## config.mk

```make
export PLATFORM = sky130hd
export DESIGN_NAME = sram22_port_ctrl
export DESIGN_NICKNAME = d
export VERILOG_FILES = /design/src/rtl/sram22_ctrl_pkg.sv /design/src/rtl/sram22_rsp_fifo.sv /design/src/rtl/sram22_port_ctrl.sv
export SDC_FILE = /design/constraint.sdc
export NUM_CORES = 1
export LEC_CHECK = 0
export CORE_MARGIN = 2
export CORE_UTILIZATION = 50
export DETAILED_ROUTE_END_ITERATION = 10
export PLACE_DENSITY = 0.88
export RECOVER_POWER = 50
export SLEW_MARGIN = 20
export SYNTH_ARGS = -nofsm -noshare
export SYNTH_HDL_FRONTEND = slang
export SYNTH_HIERARCHICAL = 1
export SYNTH_SLANG_ARGS = --single-unit
```

## constraint.sdc

```tcl
create_clock -name clk -period 3.6 [get_ports clk]
set_input_delay 0.9 -clock clk [delete_from_list [all_inputs] [get_ports clk]]
set_output_delay 0.9 -clock clk [all_outputs]
set_load 0.01 [all_outputs]
```

## src/rtl/sram22_ctrl_pkg.sv

```systemverilog
// rtl/sram22_ctrl_pkg.sv - shared types and constants for the SRAM22 port controller
package sram22_ctrl_pkg;

  typedef enum logic {INIT, RUN} state_e;

  localparam int DEF_DATA_WIDTH  = 32;
  localparam int DEF_ADDR_WIDTH  = 9;
  localparam int DEF_WMASK_WIDTH = 1;
  localparam int DEF_RSP_DEPTH   = 3;

  function automatic int rsp_cnt_width(input int depth);
    return $clog2(depth + 1);
  endfunction

endpackage

```

## src/rtl/sram22_rsp_fifo.sv

```systemverilog
// rtl/sram22_rsp_fifo.sv - response FIFO holding captured SRAM read data
module sram22_rsp_fifo
  import sram22_ctrl_pkg::*;
#(
  parameter int DATA_WIDTH = DEF_DATA_WIDTH,
  parameter int RSP_DEPTH  = DEF_RSP_DEPTH
) (
  input  logic                                  clk,
  input  logic                                  rst,
  input  logic                                  push,
  input  logic [DATA_WIDTH-1:0]                 push_data,
  input  logic                                  pop,
  output logic [DATA_WIDTH-1:0]                 pop_data,
  output logic [rsp_cnt_width(RSP_DEPTH)-1:0]   count
);

  localparam int PW = $clog2(RSP_DEPTH);
  localparam logic [PW-1:0] LAST = PW'(RSP_DEPTH - 1);

  logic [DATA_WIDTH-1:0] mem [RSP_DEPTH];
  logic [PW-1:0]         wr_ptr;
  logic [PW-1:0]         rd_ptr;

  // Pointers wrap explicitly so non-power-of-two depths work.
  always_ff @(posedge clk or posedge rst) begin
    if (rst) begin
      wr_ptr <= '0;
      rd_ptr <= '0;
      count  <= '0;
    end else begin
      if (push) wr_ptr <= (wr_ptr == LAST) ? '0 : wr_ptr + 1'b1;
      if (pop)  rd_ptr <= (rd_ptr == LAST) ? '0 : rd_ptr + 1'b1;
      if (push && !pop)      count <= count + 1'b1;
      else if (pop && !push) count <= count - 1'b1;
    end
  end

  always_ff @(posedge clk) begin
    if (push) mem[wr_ptr] <= push_data;
  end

  assign pop_data = (count != '0) ? mem[rd_ptr] : '0;

endmodule

```

## src/rtl/sram22_port_ctrl.sv

```systemverilog
// rtl/sram22_port_ctrl.sv - valid/ready front end for single-port SRAM22 macros with zero-fill
module sram22_port_ctrl
  import sram22_ctrl_pkg::*;
#(
  parameter int DATA_WIDTH    = DEF_DATA_WIDTH,
  parameter int ADDR_WIDTH    = DEF_ADDR_WIDTH,
  parameter int WMASK_WIDTH   = DEF_WMASK_WIDTH,
  parameter int RSP_DEPTH     = DEF_RSP_DEPTH,
  parameter bit INIT_ON_RESET = 1'b1
) (
  input  logic                   clk,
  input  logic                   rst,
  output logic                   init_done,
  input  logic                   req_valid,
  output logic                   req_ready,
  input  logic                   req_we,
  input  logic [WMASK_WIDTH-1:0] req_wmask,
  input  logic [ADDR_WIDTH-1:0]  req_addr,
  input  logic [DATA_WIDTH-1:0]  req_wdata,
  output logic                   rsp_valid,
  input  logic                   rsp_ready,
  output logic [DATA_WIDTH-1:0]  rsp_rdata,
  output logic                   sram_we,
  output logic [WMASK_WIDTH-1:0] sram_wmask,
  output logic [ADDR_WIDTH-1:0]  sram_addr,
  output logic [DATA_WIDTH-1:0]  sram_din,
  input  logic [DATA_WIDTH-1:0]  sram_dout
);

  localparam int CW = rsp_cnt_width(RSP_DEPTH);
  localparam logic [CW:0] DEPTH_LIM = (CW + 1)'(RSP_DEPTH);

  state_e          state;
  state_e          state_nxt;
  logic [ADDR_WIDTH-1:0] cnt;
  logic            rd_pending;
  logic [CW-1:0]   fifo_count;
  logic            accept;
  logic [CW:0]     occupancy;

  // A pending read already owns a FIFO slot, so it counts against the credit.
  assign occupancy = {1'b0, fifo_count} + {{CW{1'b0}}, rd_pending};
  assign init_done = (state == RUN);
  assign req_ready = (state == RUN) && (occupancy < DEPTH_LIM);
  assign accept    = req_valid && req_ready;
  assign rsp_valid = (fifo_count != '0);

  always_ff @(posedge clk or posedge rst) begin
    if (rst) begin
      state      <= INIT_ON_RESET ? INIT : RUN;
      cnt        <= '0;
      rd_pending <= 1'b0;
    end else begin
      state      <= state_nxt;
      if (state == INIT) cnt <= cnt + 1'b1;
      rd_pending <= accept && !req_we;
    end
  end

  always_comb begin
    state_nxt  = state;
    sram_we    = 1'b0;
    sram_wmask = '0;
    sram_addr  = '0;
    sram_din   = '0;
    case (state)
      INIT: begin
        sram_we    = 1'b1;
        sram_wmask = '1;
        sram_addr  = cnt;
        if (cnt == '1) state_nxt = RUN;
      end
      RUN: begin
        if (accept) begin
          sram_we    = req_we;
          sram_wmask = req_wmask;
          sram_addr  = req_addr;
          sram_din   = req_wdata;
        end
      end
    endcase
  end

  sram22_rsp_fifo #(
    .DATA_WIDTH (DATA_WIDTH),
    .RSP_DEPTH  (RSP_DEPTH)
  ) u_rsp_fifo (
    .clk       (clk),
    .rst       (rst),
    .push      (rd_pending),
    .push_data (sram_dout),
    .pop       (rsp_valid && rsp_ready),
    .pop_data  (rsp_rdata),
    .count     (fifo_count)
  );

endmodule

```

==> results.py, run 1 <==
metrics = {
    "synth": {
        "yosys-top-cells-count": "edfxtp_1 (96), nor2_1 (38), and2_1 (33), mux2i_1 (33), mux2_4 (29)",
        "syn_inst": 323,
        "synth_area_mm2": 0.005072,
        "ys_seq_area_share_pct": 65.22,
        "yosysMostFrequentCell": "edfxtp_1",
        "synth_ff_type": "edfxtp_1",
        "synthArstFlopShare_pct": 15.04,
        "ys_top_cells_by_area": "edfxtp_1 (57%), mux2_4 (8.6%), dfrtp_1 (8.4%), mux2i_1 (6.5%), and2_1 (4.1%)",
        "syn_area_per_cell_um2": 15.70,
        "synth-edff-count": 96,
        "synth-seq-cells": 113,
        "synthesis.nets": 407,
        "synth_top_area_share_pct": 56.83,
        "synth_warnings": 6,
        "synth_top_area_cell": "edfxtp_1",
        "ys_types": 30,
    },
    "floorplanning": {
        "num_rows": 36,
        "die_h_um": 104.7,
        "io_pins": 157,
        "initial_core_util_pct": 51.66,
        "core-area_mm2": 0.009819,
        "die-width_um": 104.7,
        "die_area_mm2": 0.01097,
    },
    "power": {
        "p_comb_share_pct": 30.8,
        "p_leak_nw": 2.933,
        "power_frac_seq_pct": 33.8,
        "power_density_mw_per_mm2": 614.7,
        "ir_drop_mv": 0.3671,
        "swShare_pct": 28.00,
        "p_clk_share_pct": 35.3,
        "intPower_w": 0.003215,
        "switching_power_w": 0.001250,
    },
    "layout": {
        "register_area_mm2": 0.003312,
        "fin_nets": 573,
        "multiInputGateArea_mm2": 0.001583,
        "final_util_pct": 73.98,
        "layout-drive-gt1-share_pct": 16.53,
        "fill_cells": 636,
        "area_growth_pct": 43.22,
    },
    "global_routing": {
        "busiest_layer": "met2",
        "grt_pass1_vias": 3428,
        "grt-ovfl-total": 0,
        "met3_usage_pct": 7.361,
        "gr-usage-met1_pct": 23.20,
        "grt_usage_pct": 21.23,
        "grt_antenna_before_repair": 0,
        "grt_util_met2_pct": 38.13,
        "grt_pass1_wl_mm": 17.54,
        "grt_max_degree": 45,
    },
    "cts": {
        "cts_tree": "yes",
        "clockRootBuffer": "clkbuf_8",
        "clock_sinks": 113,
        "clk_path_buf_depth": 2,
        "clk_latency_ns": 0.50,
        "ctsHoldBuffers": 0,
        "htreeDepth": 4,
        "numCtsBuffers": 17,
        "clk_pin_slew_ns": 0.06,
    },
    "setup_path": {
        "critPathRequiredTime_ns": 2.70,
        "ff2ff_setup_slack_ns": 1.35,
        "path_max_fanout": 22,
        "worst-setup-path-type": "reg -> out",
        "r2r_end": "u_rsp_fifo/mem[2][19]",
        "start_kind": "flop",
        "cp-startpoint": "rd_pending",
        "rr_startpoint": "u_rsp_fifo/wr_ptr[0]",
        "r2r_cells": 2,
        "arrival_ns": 2.58,
        "endpoint_kind": "primary output",
    },
    "timing": {
        "slew_viol_final": 33,
        "fin_crit_sh_pct": 96.54,
        "clock_skew_ns": 0.01092,
        "rsz0062_at_grt": "false",
        "worstMarginPinSlew_ns": 1.650,
        "slew_headroom_pct": -10.02,
        "fin_tns_setup_ns": 0,
        "fmax_mhz": 287.7,
        "setup_viol": 0,
        "period_needed_ns": 3.475,
        "hold_viol": 0,
    },
    "routing": {
        "final_antenna_net_count": 0,
        "vias": 3228,
        "routed_wl_mm": 11.47,
        "drt-initial-drc-count": 92,
        "drc": 0,
        "firstDrtPassIters": 4,
        "avgViaCountPerCell": 5.075,
        "wire_per_inst_um": 18.03,
    },
    "hold_path": {
        "hold_class": "reg -> reg",
        "holdPathStages": 1,
        "hp-start": "u_rsp_fifo/wr_ptr[1]",
        "min_to": "u_rsp_fifo/wr_ptr[1]",
    },
    "placed_design": {
        "io_buffers": 156,
        "dp_hpwl_mm": 7.387,
        "gp_congestion": 0.7520,
    },
    "run_status": {
        "violations": "capacitance limit, slew limit",
        "status": "finished, violations left",
    },
    "job": {
        "max-cap-violations": 1,
    },
}
power by group through the flow:
stage / clock, W / combinational (W) / sequential [W]
final: 0.00158 / 0.00138 / 0.00151
after global routing: 0.00166 / 0.00147 / 0.00151
after CTS: 0.00161 / 0.00140 / 0.00151
after detailed placement: 0 / 0.00139 / 0.00153
after global placement: 0 / 0.00136 / 0.00153
after floorplan: 0 / 0.000864 / 0.00149
through the flow:
step	cell area (um^2)	total power (W)	std cells	worst slack [ns]	hold slack [ns]
2_1_floorplan	5072	0.002351	323	0.8425	0.4599
3_3_place_gp	6713	0.002889	601	0.01408	0.4678
3_5_place_dp	6713	0.002918	601	-0.008166	0.4782
4_1_cts	7231	0.004518	633	0.08186	0.4903
5_1_grt	7262	0.004645	635	0.004803	0.5375
6_report	7264	0.004465	636	0.1245	0.5036
cells by family (layout without fill, tap and decap cells):
logic type	after synthesis	after routing	synth area share (%)
xor gates and xnor gates	10	10	1.727
buffers and inverters	25	204	3.922
other	0	1	0
and+or+nand+nor	87	87	8.757
muxes	67	67	16.21
AOI/OAI and AO/OA	16	16	2.936
DFF	113	113	65.22
adders and majority gates	5	5	1.233
what timing repair did:
| item | 4_1_cts | 5_1_grt |
|---|---|---|
| pin swaps | 0 | 1 |
| hold endpoints to repair | 0 | 0 |
| setup endpoints to repair | 43 | 17 |
| setup buffers | 0 | 1 |
| gates cloned | 0 | 1 |
| resized for setup | 44 | 0 |
metal layers:
metal / part of all wire (%) / up-vias / routed length [um]
met4: 1.4 / 0 / 164
met5: 0 / - / 0
met3: 6.5 / 12 / 747
met2: 54 / 149 / 6200
met1: 38 / 1556 / 4356
li1: - / 1511 / -
state kept, by name, summed over array words and instances (netlist names):
| signal | cells |
|---|---|
| u_rsp_fifo/mem | 96 |
| u_rsp_fifo/wr_ptr | 2 |
| cnt | 9 |
| init_done | 1 |
| u_rsp_fifo/count | 2 |
| rd_pending | 1 |
| u_rsp_fifo/rd_ptr | 2 |
cells in the final DEF, fill, tap and decap left out, types with 9 or more instances in the layout:
cell type | netlist | final
mux2_4 | 29 | 29
clkbuf_16 | 0 | 17
a22o_1 | 9 | 9
and2_1 | 33 | 32
dfrtp_1 | 17 | 14
edfxtp_1 | 96 | 96
clkdlybuf4s50_1 | 0 | 79
dlygate4sd3_1 | 0 | 34
nor2_1 | 38 | 35
dlygate4sd2_1 | 0 | 43
mux2i_1 | 33 | 33
layout make-up:
| class | instances | share of cell area (%) |
|---|---|---|
| sequential | 113 | 45.59 |
| timing repair buffer | 164 | 21.99 |
| multi-input combinational | 185 | 21.79 |
| clock buffer | 17 | 5.701 |
| tap | 133 | 2.291 |
| clock inverter | 15 | 2.153 |
| inverter | 8 | 0.4478 |
| antenna | 1 | 0.03445 |
worst max path at each step:
stage	endpoint	slack, ns
detailed placement	sram_addr[7]	-0.008
global route	sram_addr[7]	0.005
finish	sram_addr[7]	0.12
CTS	sram_addr[7]	0.08
global placement	sram_din[14]	0.01
floorplan	sram_addr[4]	0.84
critical path, cell delays in order, from the launching register on:
cell and delay [ns]:
dfrtp_1 0.43, ha_1 0.22, ha_1 0.32, a2111oi_4 0.31
buf_4 0.20, buf_12 0.15, a22o_1 0.14, dlygate4sd2_1 0.30
No activity file was read; power rests on OpenSTA's default activity.
==> run 2: changes to the inputs <==
CORE_ASPECT_RATIO = 0.6   (was default)
CORE_UTILIZATION = 40   (was 50)
GPL_ROUTABILITY_DRIVEN = 0   (was default)
PLACE_DENSITY = 0.73   (was 0.88)
==> run 2 against run 1 <==
Net effect:
- the flow now finishes without violations
- sequential power is essentially flat
- maximum frequency up 0.13%
- via count rose by 0.77%
- critical path type is now in -> out
- critical endpoint is now sram_din[10]
==> results.py, run 2 (synthesized netlist as in run 1, its figures left out) <==
metrics = {
    "layout": {
        "top_regs": "u_rsp_fifo/mem (96), cnt (9)",
        "register_area_mm2": 0.003312,
        "diodes": 0,
        "top_register": "u_rsp_fifo/mem",
        "fill_cells": 938,
        "largest_reg_flops": 96,
        "layout-drive-gt1-share_pct": 17.45,
        "multiInputGateArea_mm2": 0.001589,
        "stdcell_count": 675,
        "area_growth_pct": 47.39,
        "layout_commonest_cell": "edfxtp_1",
        "final_util_pct": 61.19,
        "fin_nets": 581,
        "final_cell_mix": "edfxtp_1 (96), clkdlybuf4s50_1 (79), nor2_1 (36)",
    },
    "setup_path": {
        "r2r_end": "u_rsp_fifo/mem[0][29]",
        "arrival_ns": 2.57,
        "cpPeakStageDelay_ns": 0.45,
        "start_kind": "input pin",
        "crit_top_cell": "buf_4",
        "critPathRequiredTime_ns": 2.70,
        "crit_chain": "clkdlybuf4s50_1 -> inv_1 -> a2111oi_4 -> buf_4 -> clkbuf_16 -> buf_4 -> buf_4 -> and2_1 -> clkdlybuf4s15_1",
        "path_max_fanout": 3,
        "endpoint_kind": "primary output",
        "critPathSlowestCell": "clkdlybuf4s50_1",
        "cp-endpoint": "sram_din[10]",
        "cp-startpoint": "req_valid",
        "rr_startpoint": "rd_pending",
        "r2r_cells": 4,
        "ff2ff_setup_slack_ns": 0.59,
        "worst-setup-path-type": "in -> out",
    },
    "routing": {
        "vias": 3253,
        "routed_wl_mm": 11.47,
        "wire_per_inst_um": 16.99,
        "drc": 0,
        "drt-initial-drc-count": 154,
        "firstDrtPassIters": 4,
        "avgViaCountPerCell": 4.819,
        "final_antenna_net_count": 0,
    },
    "placed_design": {
        "io_buffers": 156,
        "dp_hpwl_mm": 7.413,
        "post-place-cells": 632,
    },
    "run_status": {
        "status": "finished, final reports clean",
    },
    "global_routing": {
        "grt-ovfl-total": 0,
        "grt_pass1_wl_mm": 17.85,
        "grt_pass1_vias": 3351,
        "grt_usage_pct": 17.39,
        "grt_max_degree": 34,
        "grt_antenna_before_repair": 0,
    },
    "cts": {
        "numCtsBuffers": 17,
        "clockRootBuffer": "clkbuf_16",
        "clk_path_buf_depth": 2,
        "clk_pin_slew_ns": 0.05,
        "clk_latency_ns": 0.40,
        "clock_sinks": 113,
        "cts_tree": "yes",
        "htreeDepth": 4,
    },
    "timing": {
        "rsz0062_at_grt": "false",
        "slew_headroom_pct": 0.6921,
        "whs_ns": 0.4926,
        "hold_viol": 0,
        "fin_crit_sh_pct": 96.42,
        "fmax_mhz": 288.1,
        "period_needed_ns": 3.471,
        "worstMarginPinSlew_ns": 1.490,
        "slew_viol_final": 0,
        "setup_viol": 0,
        "clock_skew_ns": 0.005506,
        "fin_tns_setup_ns": 0,
    },
    "power": {
        "power_w": 0.004694,
        "p_leak_nw": 3.068,
        "ir_drop_mv": 0.3816,
        "power_density_mw_per_mm2": 627.8,
    },
    "floorplanning": {
        "initial_core_util_pct": 41.52,
        "die-width_um": 149.4,
        "num_rows": 31,
        "core-area_mm2": 0.01222,
        "die_h_um": 91.23,
        "io_pins": 157,
        "die_area_mm2": 0.01363,
    },
    "hold_path": {
        "hold_class": "reg -> reg",
    },
    "job": {
        "max-cap-violations": 0,
    },
}
==> run 2: cell types whose count changed in the layout (fill, tap and decap cells not counted), moves of 2 or more <==
cell / before / now
dlymetal6s2s_1: 0 / 5
clkinvlp_4: 4 / 2
clkinv_4: 1 / 3
inv_6: 5 / 1
clkbuf_1: 0 / 4
clkdlybuf4s15_1: 0 / 3
bufinv_16: 2 / 5
buf_4: 6 / 9
buf_6: 0 / 2
dlygate4sd2_1: 43 / 35
==> run 2: report_power, final <==
part           internal (W)  leakage, nW  switching [W]
combinational      0.000792         1.69       0.000607
clock               0.00123        0.308       0.000568
sequential          0.00145         1.07      0.0000503
total               0.00347         3.07        0.00122
==> run 2: worst min-delay path by stage <==
| stage | from | to | slack, ns | depth (start not counted) |
|---|---|---|---|---|
| final | u_rsp_fifo/wr_ptr[1] | u_rsp_fifo/wr_ptr[1] | 0.49 | 1 |
| after CTS | u_rsp_fifo/wr_ptr[1] | u_rsp_fifo/wr_ptr[1] | 0.49 | 1 |
| after global routing | u_rsp_fifo/wr_ptr[1] | u_rsp_fifo/wr_ptr[1] | 0.52 | 1 |
| after global placement | u_rsp_fifo/wr_ptr[1] | u_rsp_fifo/wr_ptr[1] | 0.47 | 1 |
| after floorplan | u_rsp_fifo/wr_ptr[1] | u_rsp_fifo/wr_ptr[1] | 0.46 | 1 |
| after detailed placement | u_rsp_fifo/wr_ptr[1] | u_rsp_fifo/wr_ptr[1] | 0.48 | 1 |
==> run 2: final cells by class <==
type,instances,area share (%)
repair buffers,172,22.64
clock buffers,19,5.791
multi-input cells,185,21.26
flip-flops and latches,113,44.30
well taps,165,2.762
inverters,8,0.4351
clock inverters,13,2.812
==> run 2: through the flow <==
step | cell area, um^2 | setup slack (ns)
finish | 7476 | 0.1291
global route | 7476 | 0.01681
CTS | 7467 | 0.002643
detailed placement | 6758 | 0.003457
global placement | 6758 | 0.02726
floorplan | 5072 | 0.8425
==> run 2: what timing repair did <==
item | 4_1_cts | 5_1_grt
cloned | 3 | 0
hold buffers | 0 | 0
setup buffers | 6 | 1
resized for setup | 40 | 9
hold endpoints to repair | 0 | 0
setup endpoints to repair | 43 | 30
pin swaps | 1 | 0
==> run 2: critical path: cells and delay by family <==
kind	cells	cell delay, ns
and+or+nand+nor	1	0.12
buffers and inverters	7	1.26
AOI/OAI and AO/OA	1	0.29
==> run 2: routing by layer <==
| layer | vias up | track usage [%] | wire (um) |
|---|---|---|---|
| met5 | - | 0 | 0 |
| met4 | 0 | 5.000 | 63 |
| met3 | 9 | 4.774 | 736 |
| met2 | 122 | 27.48 | 5509 |
| met1 | 1600 | 23.59 | 5161 |
| li1 | 1522 | - | - |
